[config.mk]
export PLATFORM = sky130hd
export DESIGN_NAME = mux_scan_flat
export DESIGN_NICKNAME = d
export VERILOG_FILES = /design/src/rtl/mux_scan_if.sv /design/src/rtl/mux_scan.sv /design/src/flat_wrapper.sv
export SDC_FILE = /design/constraint.sdc
export NUM_CORES = 1
export LEC_CHECK = 0
export ABC_AREA = 1
export CAP_MARGIN = 0
export CORE_UTILIZATION = 45
export DETAILED_ROUTE_END_ITERATION = 7
export GPL_TIMING_DRIVEN = 0
export MAX_ROUTING_LAYER = met4
export PLACE_DENSITY = 0.85
export SLEW_MARGIN = 10
export SYNTH_ARGS = -nofsm -noshare
export SYNTH_HDL_FRONTEND = slang
export SYNTH_SLANG_ARGS = --single-unit
[constraint.sdc]
create_clock -name clk -period 1.3 [get_ports clk]
set_input_delay 0.39 -clock clk [delete_from_list [all_inputs] [get_ports clk]]
set_output_delay 0.39 -clock clk [all_outputs]
set_load 0.05 [all_outputs]
[src/rtl/mux_scan_if.sv]
// Bundle of the mux_scan data-path signals: packed channel inputs, controls and the qualified output.
// The producer/consumer side uses master; the mux itself uses slave.
interface mux_scan_if #(
  parameter int unsigned WIDTH    = 8,
  parameter int unsigned CHANNELS = 4
);
  localparam int unsigned SEL_W = (CHANNELS > 2) ? $clog2(CHANNELS) : 1;

  logic [CHANNELS*WIDTH-1:0] din;
  logic                      en;
  logic                      mode;
  logic [SEL_W-1:0]          sel;
  logic [WIDTH-1:0]          f;
  logic [SEL_W-1:0]          ch;
  logic                      valid;
  logic                      wrap;
  logic                      err;

  modport master (
    output din, en, mode, sel,
    input  f, ch, valid, wrap, err
  );

  modport slave (
    input  din, en, mode, sel,
    output f, ch, valid, wrap, err
  );
endinterface

[src/rtl/mux_scan.sv]
// Registered N-channel multiplexer with manual select and an auto-scan sequencer that dwells
// DWELL cycles per channel. Every output word is qualified by valid.
module mux_scan #(
  parameter int unsigned WIDTH    = 8,
  parameter int unsigned CHANNELS = 4,
  parameter int unsigned DWELL    = 4
) (
  input logic        clk,
  input logic        rst,
  mux_scan_if.slave  bus
);

  localparam int unsigned SEL_W = (CHANNELS > 2) ? $clog2(CHANNELS) : 1;
  localparam int unsigned CNT_W = $clog2(DWELL) + 1;
  localparam int unsigned SLOTS = 2 ** SEL_W;

  localparam logic [CNT_W-1:0] CntLast = CNT_W'(DWELL - 1);
  localparam logic [SEL_W-1:0] PtrLast = SEL_W'(CHANNELS - 1);

  typedef enum logic [1:0] {
    StIdle,
    StMan,
    StScan
  } state_e;

  state_e           state_q, state_d;
  logic [CNT_W-1:0] cnt_q, cnt_d;
  logic [SEL_W-1:0] ptr_q, ptr_d;
  logic [WIDTH-1:0] f_q, f_d;
  logic [SEL_W-1:0] ch_q, ch_d;
  logic             valid_q, valid_d;
  logic             wrap_q, wrap_d;
  logic             err_q, err_d;

  // Unpack to a full power-of-two table; unused slots read as zero so any select indexes safely.
  logic [WIDTH-1:0] word [SLOTS];

  for (genvar k = 0; k < SLOTS; k++) begin : g_word
    if (k < CHANNELS) begin : g_used
      assign word[k] = bus.din[k*WIDTH +: WIDTH];
    end else begin : g_unused
      assign word[k] = '0;
    end
  end

  logic sel_ok;
  assign sel_ok = (32'(bus.sel) < CHANNELS);

  // Priority: en first, then mode; reset is applied in the register process.
  always_comb begin
    state_d = state_q;
    cnt_d   = cnt_q;
    ptr_d   = ptr_q;
    f_d     = f_q;
    ch_d    = ch_q;
    err_d   = err_q;
    valid_d = 1'b0;
    wrap_d  = 1'b0;

    if (!bus.en) begin
      state_d = StIdle;
    end else if (!bus.mode) begin
      state_d = StMan;
      f_d     = sel_ok ? word[bus.sel] : '0;
      ch_d    = bus.sel;
      err_d   = ~sel_ok;
      valid_d = 1'b1;
    end else if (state_q != StScan) begin
      state_d = StScan;
      cnt_d   = '0;
      ptr_d   = '0;
      err_d   = 1'b0;
    end else begin
      if (cnt_q == CntLast) begin
        cnt_d   = '0;
        f_d     = word[ptr_q];
        ch_d    = ptr_q;
        valid_d = 1'b1;
        // Explicit compare so non-power-of-two channel counts wrap correctly.
        if (ptr_q == PtrLast) begin
          ptr_d  = '0;
          wrap_d = 1'b1;
        end else begin
          ptr_d = ptr_q + SEL_W'(1);
        end
      end else begin
        cnt_d = cnt_q + CNT_W'(1);
      end
    end
  end

  always_ff @(posedge clk) begin
    if (rst) begin
      state_q <= StIdle;
      cnt_q   <= '0;
      ptr_q   <= '0;
      f_q     <= '0;
      ch_q    <= '0;
      valid_q <= 1'b0;
      wrap_q  <= 1'b0;
      err_q   <= 1'b0;
    end else begin
      state_q <= state_d;
      cnt_q   <= cnt_d;
      ptr_q   <= ptr_d;
      f_q     <= f_d;
      ch_q    <= ch_d;
      valid_q <= valid_d;
      wrap_q  <= wrap_d;
      err_q   <= err_d;
    end
  end

  assign bus.f     = f_q;
  assign bus.ch    = ch_q;
  assign bus.valid = valid_q;
  assign bus.wrap  = wrap_q;
  assign bus.err   = err_q;

endmodule

[src/flat_wrapper.sv]
// flat-port wrapper written by rule: the top's interface ports become plain ports
module mux_scan_flat 
#(
  parameter int unsigned WIDTH    = 8,
  parameter int unsigned CHANNELS = 4,
  parameter int unsigned DWELL    = 4
)
  (clk, rst, bus_din, bus_en, bus_mode, bus_sel, bus_f, bus_ch, bus_valid, bus_wrap, bus_err);
  mux_scan_if #(.WIDTH(WIDTH), .CHANNELS(CHANNELS)) bus_i ();
  input logic clk;
  input logic rst;
  input wire logic [$bits(bus_i.din)-1:0] bus_din;
  input wire logic [$bits(bus_i.en)-1:0] bus_en;
  input wire logic [$bits(bus_i.mode)-1:0] bus_mode;
  input wire logic [$bits(bus_i.sel)-1:0] bus_sel;
  output wire logic [$bits(bus_i.f)-1:0] bus_f;
  output wire logic [$bits(bus_i.ch)-1:0] bus_ch;
  output wire logic [$bits(bus_i.valid)-1:0] bus_valid;
  output wire logic [$bits(bus_i.wrap)-1:0] bus_wrap;
  output wire logic [$bits(bus_i.err)-1:0] bus_err;
  assign bus_i.din = bus_din;
  assign bus_i.en = bus_en;
  assign bus_i.mode = bus_mode;
  assign bus_i.sel = bus_sel;
  assign bus_f = bus_i.f;
  assign bus_ch = bus_i.ch;
  assign bus_valid = bus_i.valid;
  assign bus_wrap = bus_i.wrap;
  assign bus_err = bus_i.err;
  mux_scan #(.WIDTH(WIDTH), .CHANNELS(CHANNELS), .DWELL(DWELL)) u_core (.clk(clk), .rst(rst), .bus(bus_i));
endmodule
* Yosys cells after proc, flatten, opt, wreduce, memory -nomap -nowiden *
Cells that the tools add are included.

operators by class
  order comparisons = 2
  bitwise logic cells = 5
  add/sub/neg operators = 2
  reduce and logical (&&, ||, !) cells = 8
  equality and inequality tests = 6
  multiplexer cells = 25

operators by type and width
  cell                                                       count
  two-way mux 8 bit                                          7
  binary-select mux 8 bit (select 2 bit)                     2
  two-way mux 2 bit                                          6
  two-way mux 1 bit                                          8
  greater-or-equal comparator 3 bit (second input constant)  2
  two-way mux 3 bit                                          2
  NOT 2 -> 3 bit                                             2
  AND reduction 3 bit                                        2
  OR reduction 5 bit                                         1
  != test 2 x 1 -> 1 bit (second input constant)             2
  != test 2 bit (second input constant)                      2
  AND reduction 2 bit                                        2
  adder 3 x 1 -> 3 bit (second input constant)               1
  == test 3 x 2 -> 1 bit (second input constant)             1
  NOT 1 bit                                                  3
  OR reduction 3 bit                                         1
  adder 2 x 1 -> 2 bit (second input constant)               1
  == test 2 bit (second input constant)                      1
  nonzero test 2 bit                                         1
  OR reduction 2 bit                                         1

storage, ports and cells
  flip-flop bits (word level) = 20
  output and inout bits = 13
  word-level logic and storage cells = 57

* Depth between registers and ports, before layout *
  depth after elaboration = 7
  gate-level depth with buffers = 9

* Least setup slack after synthesis *
Ideal clock, no wire load.

  path kind = reg2reg
  start point = reg u_core.cnt_q[0]
  end point = reg u_core.f_q[1], in the netlist u_core.bus.f[1]
  data arrival time = 1037 ps
  slack = 154 ps
  setup time = 109 ps
  cell stages (with the launch flop) = 9
  buffers on the path = 0
  cell sequence = dfxtp_1 > ha_1 > nand2_1 > nand2_2 > nand2_4 > nor2_8 > nand3_1 > nand2_1 > inv_1

between the ends
  cells in the longest elaborated chain, start to end = 3

RTL lines
  what                                     line             text
  from (decl)                              mux_scan.sv:27   logic [CNT_W-1:0] cnt_q, cnt_d;
  from (signal assigned)                   mux_scan.sv:104  cnt_q <= cnt_d;
  == test 3 x 2 -> 1 bit                   mux_scan.sv:74   if (cnt_q == CntLast) begin
  != test 2 x 1 -> 1 bit (no source line)  -
  AND reduction 3 bit (no source line)     -
  to (signal assigned)                     mux_scan.sv:97   f_q <= '0;
  to (signal assigned)                     mux_scan.sv:106  f_q <= f_d;
  to (decl)                                mux_scan.sv:29   logic [WIDTH-1:0] f_q, f_d;

No other way between the ends.
A chain may end at the register's enable or synchronous reset.

* Worst setup path in the final report *
  start point = reg u_core.f_q[4], in the netlist u_core.bus.f[4]
  end point = out bus_f[4]

RTL lines
  what       line                text
  to (decl)  flat_wrapper.sv:16  output wire logic [$bits(bus_i.f)-1:0] bus_f;

No word-level cell between the ends.

==> reports/qor.txt <==
=================================================================================
Run status                                                              completed
Library cell with the largest summed area after synthesis                 dfxtp_1
Static leakage                                                           0.938 nW
Placed inst area                                                        1990 um^2
Largest incremental delay on the critical path                            0.35 ns
Initial antenna violation count                                                 0
Vias after detailed routing                                                  1728
Area growth, synth to finish                                                39.4%
Count of TritonRoute iterations in the first routing pass                       5
Register clock-pin slew on the reported worst setup and hold paths        0.10 ns
Total track usage                                                           0.237
I/O pin count                                                                  51
TritonCTS Buffers                                                               3
Number of hold-slack violations in the final timing report                      0
Fraction of layout instances using a drive strength above 1                 0.197
RSZ-0062 raised after global routing                                          yes
Core ar.                                                                3080 um^2
Horizontal extent of the die                                              59.3 um
Max-slew violation count                                                        0
Power density of the placed cells                                     707 nW/um^2
Number of storage elements in the synthesis netlist                            19
Commonest register cell after synthesis                                   dfxtp_1
Via density per instance                                                     5.17
Largest clock skew in the final design                                 0.00267 ns
Post-route standard cell area excluding fillers                         2060 um^2
Commonest non-fill, non-tap cells in the layout                      78 x nand2_1, 54 x nand3_1, 33 x clkdlybuf4s50_1, 22 x inv_1, 16 x dfxtp_1
Fin Hold WS                                                              0.403 ns
Area share of the largest cell type after synthesis                         0.257
Via count of the first global-routing pass                                   1584
Largest net degree at the start of global routing                              11
Worst path setup slack after routing                                    0.0354 ns
Setup fix buffers added after clock tree synthesis                              0
End of the critical path                                                 bus_f[4]
Critical Path Slowest Stage Cell                                          dfxtp_1
H-tree depth reported by CTS                                                    1
Source-to-sink clock delay at the later pin of the worst-skew pair        0.29 ns
Depth of the worst register-to-register path                                    8
Critical path arrival                                                     0.87 ns
Area taken by flip-flops and latches                                     387 um^2
Cts-stage hold buffer count                                                     0
Max Cap Viol                                                                    0
CTS Sinks                                                                      19
Footprint of the multi-input gates                                       923 um^2
Post-synthesis async set-or-reset flop share                                    0
Total nets after synthesis                                                    279
Leading cell type in the layout, fill and taps excluded                   nand2_1
Sequential area share after synthesis                                       0.257
Distinct cell type count of the synthesized netlist                            26
Clock Tree Buf Depth                                                            2
Setup violations, final                                                         0
Placement Rows                                                                 20
Number of DRC markers after the initial detailed-route iteration               73
Crit path depth                                                                 1
Global-route wire length before repair                                    6290 um
Overall die area                                                        3520 um^2
Number of warnings printed during yosys synthesis                               0
WL/cell                                                                   11.6 um
Worst setup path class                                               flip-flop to primary output
Count of fill cells added during filler insertion                             301
Critical path buffer and inverter count                                         1
Register-to-Register Setup Slack                                          0.04 ns
Beginning of the worst register-to-register path                     u_core.cnt_q[1]
Cell class contributing the biggest share of worst-path delay          flip-flops
Initial standard-cell utilization of the core                               0.480
Series of cell instances along the critical path                         clkbuf_4
Worst slack at placement                                                -0.342 ns
Min-Delay Path Class                                                 primary input to flip-flop
Antenna-violating nets left                                                     0
WL final                                                                  3890 um
Critical Path Source Type                                               flip-flop
Vertical die dimension                                                    59.3 um
Nature of the critical path endpoint                                 primary output
Avg Cell Area, Syn                                                      6.19 um^2
Port Buffer Count                                                              46
DRC viols                                                                       0
Source of the critical timing path                                   u_core.bus.f[4]
Mapped cell area                                                        1480 um^2
Critical R2R Capture                                                 u_core.bus.f[2]
Net total in the final layout                                                 331
Placer Congestion                                                           0.830
Worst endpoint required time                                              0.91 ns
TritonCTS clock tree                                                        built
HPWL reported at the end of detailed placement                            2810 um
Number of enable flip-flop cells after synthesis                                0
Maximum clock frequency                                                   791 MHz
Buffer type at the clock tree root                                       clkbuf_4
Post-layout minimum cycle time                                            1.26 ns
Number of antenna diodes                                                        0
Fin crit share                                                              0.973
Largest fanout on the critical path                                             2
Max VDD drop                                                             0.702 mV
Top cells by area in the synthesized netlist                         dfxtp_1 26%, nand2_1 20%, nand3_1 19%
Cell count after synthesis                                                    239
Congestion Overflow GR                                                          0
=================================================================================
==> routing by layer <==
metal / global-route usage / share of wire / vias up / wire, um
met5: - / 0 / - / 0
met4: 0.0578 / 0.0093 / 0 / 36
met3: 0.0459 / 0.076 / 4 / 294
met2: 0.419 / 0.49 / 72 / 1900
met1: 0.274 / 0.43 / 777 / 1660
li1: - / - / 875 / -
==> power breakdown <==
group          switching (W)  internal, W  total [W]
Sequential         0.0000138     0.000606   0.000620
Combinational       0.000302     0.000239   0.000541
Clock               0.000178     0.000120   0.000297
Total               0.000493     0.000964    0.00146
==> what timing repair did <==
item                       in CTS  in global routing
cloned                          1                  0
pin swaps                       2                  5
gates resized for setup        67                 20
setup endpoints to repair      20                 19
==> state kept, by name, indices dropped and copies added (netlist names) <==
| name | cells |
|---|---|
| u_core.bus.ch | 2 |
| u_core.bus.f | 8 |
| u_core.bus.valid | 1 |
| u_core.bus.wrap | 1 |
| u_core.cnt_q | 3 |
| u_core.ptr_q | 2 |
| u_core.state_q | 2 |
==> worst register-to-register path, stage by stage, from the launching register on <==
cell and delay (ns):
dfxtp_2 0.37, ha_4 0.16, nand2_4 0.06, nand2_4 0.11
nand2_8 0.08, nor2_4 0.19, nand3_1 0.11, nand2_1 0.07
inv_1 0.03
==> Yosys cell counts (2+ instances only) <==
cell type / number
nand2_2: 12
nand3_1: 56
inv_2: 3
buf_6: 5
nor2_1: 5
buf_8: 2
dfxtp_1: 19
o21ai_0: 3
nand2_1: 79
buf_4: 4
inv_1: 23
ha_1: 2
nand4_1: 3
a21oi_1: 11
==> logic make-up after synthesis <==
| group | count (synthesis) | synth area share |
|---|---|---|
| and+or+nand+nor | 160 | 0.503 |
| buffers and inverters | 40 | 0.161 |
| DFF | 19 | 0.257 |
| AOI/OAI and AO/OA | 17 | 0.0601 |
| adders and majority gates | 2 | 0.0169 |
| other | 1 | 0.00254 |
==> worst min path at each step <==
| stage | slack, ns | from | cells after the start | to |
|---|---|---|---|---|
| floorplan | 0.43 | u_core.cnt_q[2] | 2 | u_core.cnt_q[2] |
| CTS | 0.39 | bus_mode | 3 | u_core.state_q[1] |
| global route | 0.41 | bus_mode | 3 | u_core.state_q[1] |
| detailed placement | 0.44 | u_core.cnt_q[2] | 2 | u_core.cnt_q[2] |
| global placement | 0.44 | u_core.cnt_q[2] | 2 | u_core.cnt_q[2] |
| finish | 0.40 | bus_mode | 3 | u_core.state_q[1] |
==> layout make-up <==
class,count,area share
Multi-Input combinational cell,181,0.448
Timing Repair Buffer,46,0.208
Sequential cell,19,0.187
Buffer,12,0.0607
Inverter,28,0.0570
Tap cell,44,0.0267
Clock buffer,4,0.0127
==> per-stage QoR <==
step | instances | total power (W) | TNS, ns | util
final | 334 | 0.00146 | 0 | 0.670
after global placement | 329 | 0.00115 | -6.81 | 0.648
after CTS | 334 | 0.00144 | 0 | 0.645
after global routing | 334 | 0.00153 | -0.0199 | 0.670
after detailed placement | 329 | 0.00116 | -6.90 | 0.648
after floorplan | 239 | 0.000953 | 0 | -
No activity file was read; power rests on OpenSTA's default activity.
==> variant, RTL diff (config.mk and constraints unchanged) <==
The 3 states of `state_e` get a one-hot encoding in 3 bits.
--- a/src/rtl/mux_scan.sv
+++ b/src/rtl/mux_scan.sv
@@ -19,6 +19,6 @@
 
-  typedef enum logic [1:0] {
-    StIdle,
-    StMan,
-    StScan
+  typedef enum logic [2:0] {
+    StIdle = 3'b001,
+    StMan  = 3'b010,
+    StScan = 3'b100
   } state_e;
Formal check against the unedited RTL: same outputs for any inputs over 10 cycles, from zero or initial values and one cycle with rst high; not proved beyond that.
==> variant against the unedited design <==
- fmax grew 0.28%
- worst setup slack gained 3.6 ps
- wire length is 7.9% higher
- via count is 1.2% higher
- design area rose by 2.7%
- first-iteration DRC count shrank 8.2%
- sequential cell count grew 1
- clock skew grew 7.5 ps
- cell count rose by 2.1%
- combinational power shrank 4.3%
- power grew 16%
- area after synthesis shrank 1.6%
- die area decreased by 1.5%
- critical path type unchanged
- largest power group unchanged
- highest routed layer unchanged
==> variant: results (changes against the unedited design) <==
| Metric | Value |
|---|---|
| Total number of vias | `1748 (was 1728)` |
| FILL cells | `272 (was 301)` |
| DP Worst Slack | `-328.8 ps (was -341.8 ps)` |
| Non-CTS buffers | `63 (was 58)` |
| GRT met2 Usage | `42.53% (was 41.89%)` |
| Sequential cell count | `20 (was 19)` |
| Status | `finished, final reports clean (unchanged)` |
| Inverters excl. clock | `24 (was 28)` |
| Tot GR Track Use | `26.23% (was 23.74%)` |
| VDD IR max | `433.2 uV (was 702.4 uV)` |
| M1 wire length | `1806 um (was 1656 um)` |
| Mapped Cells | `241 (was 239)` |
| Area of the multi-input gates | `928.4 um2 (was 923.4 um2)` |
| Non-clock buffer share | `27.41% (was 26.82%)` |
| Placed instance area | `1971 um2 (was 1994 um2)` |
| Met2 wire len | `2068 um (was 1898 um)` |
| Register area share after synthesis | `27.52% (was 25.72%)` |
| GR met1 Demand/Resource | `32.97% (was 27.42%)` |
| DRT Pass-1 Iters | `4 (was 5)` |
| Leak pwr | `0.001014 uW (was 0.0009380 uW)` |
| CP endpoint | `bus_f[7] (was bus_f[4])` |
| Routed length per instance | `12.30 um (was 11.63 um)` |
| Synth top cells by count | `nand2_1 (90), nand3_1 (59), dfxtp_1 (20) (was nand2_1 (79), nand3_1 (56), inv_1 (23))` |
| Top area cells in the synthesized netlist | `dfxtp_1 (28%), nand2_1 (23%), nand3_1 (20%) (was dfxtp_1 (26%), nand2_1 (20%), nand3_1 (19%))` |
| DPL Wire Length | `2836 um (was 2814 um)` |
| Met3 Track Usage GR | `4.396% (was 4.585%)` |
| Worst-path clk slew | `120 ps (was 100 ps)` |
| First-pass GRT wire length | `6762 um (was 6285 um)` |
| Sequential share of power | `38.8% (was 42.5%)` |
| Crit share post-route | `97.00% (was 97.27%)` |
| Largest net degree at the start of global routing | `13 (was 11)` |
| Setup Skew | `10.18 ps (was 2.666 ps)` |
| Placed cell count | `331 (was 329)` |
| Min-delay src | `u_core.cnt_q[2] (was bus_mode)` |
| Mapped Area | `1455 um2 (was 1479 um2)` |
| Skew-Pair Late Insertion Delay | `310 ps (was 290 ps)` |
| Vias in the first global route | `1522 (was 1584)` |
| Worst reg2reg path endpoint | `u_core.bus.f[1] (was u_core.bus.f[2])` |
| Finished Cell Area | `2118 um2 (was 2062 um2)` |
variant: cell types whose count changed after synthesis, moves of 2 or more:
cell | before | now
nand2_1 | 79 | 90
nand2_4 | 1 | 3
inv_1 | 23 | 19
inv_4 | 0 | 2
nor2_1 | 5 | 7
buf_2 | 0 | 3
nand3_1 | 56 | 59
nand2_2 | 12 | 2
nand4_1 | 3 | 0
buf_8 | 2 | 0
variant: cell families after synthesis:
group,Yosys count,synth area share (%)
AO/OA/AOI/OAI,15,5.331
adder cells (fa/ha/maj),2,1.719
buffers and inverters,36,12.98
flip-flops,20,27.51
other,1,0.2577
AND/OR/NAND/NOR,167,52.19
variant: worst register-to-register path, delay by kind of cell (launching register included):
family | cells | cell delay [ps]
flops | 1 | 380
buf+inv | 1 | 40
simple gates | 6 | 590
fa+ha+maj | 1 | 150
variant: stage by stage:
step,hold WS [ps],power [uW]
floorplan,416.9,951.8
global placement,424.4,1143
detailed placement,428.1,1149
CTS,447.0,1652
global route,457.4,1772
finish,446.1,1686
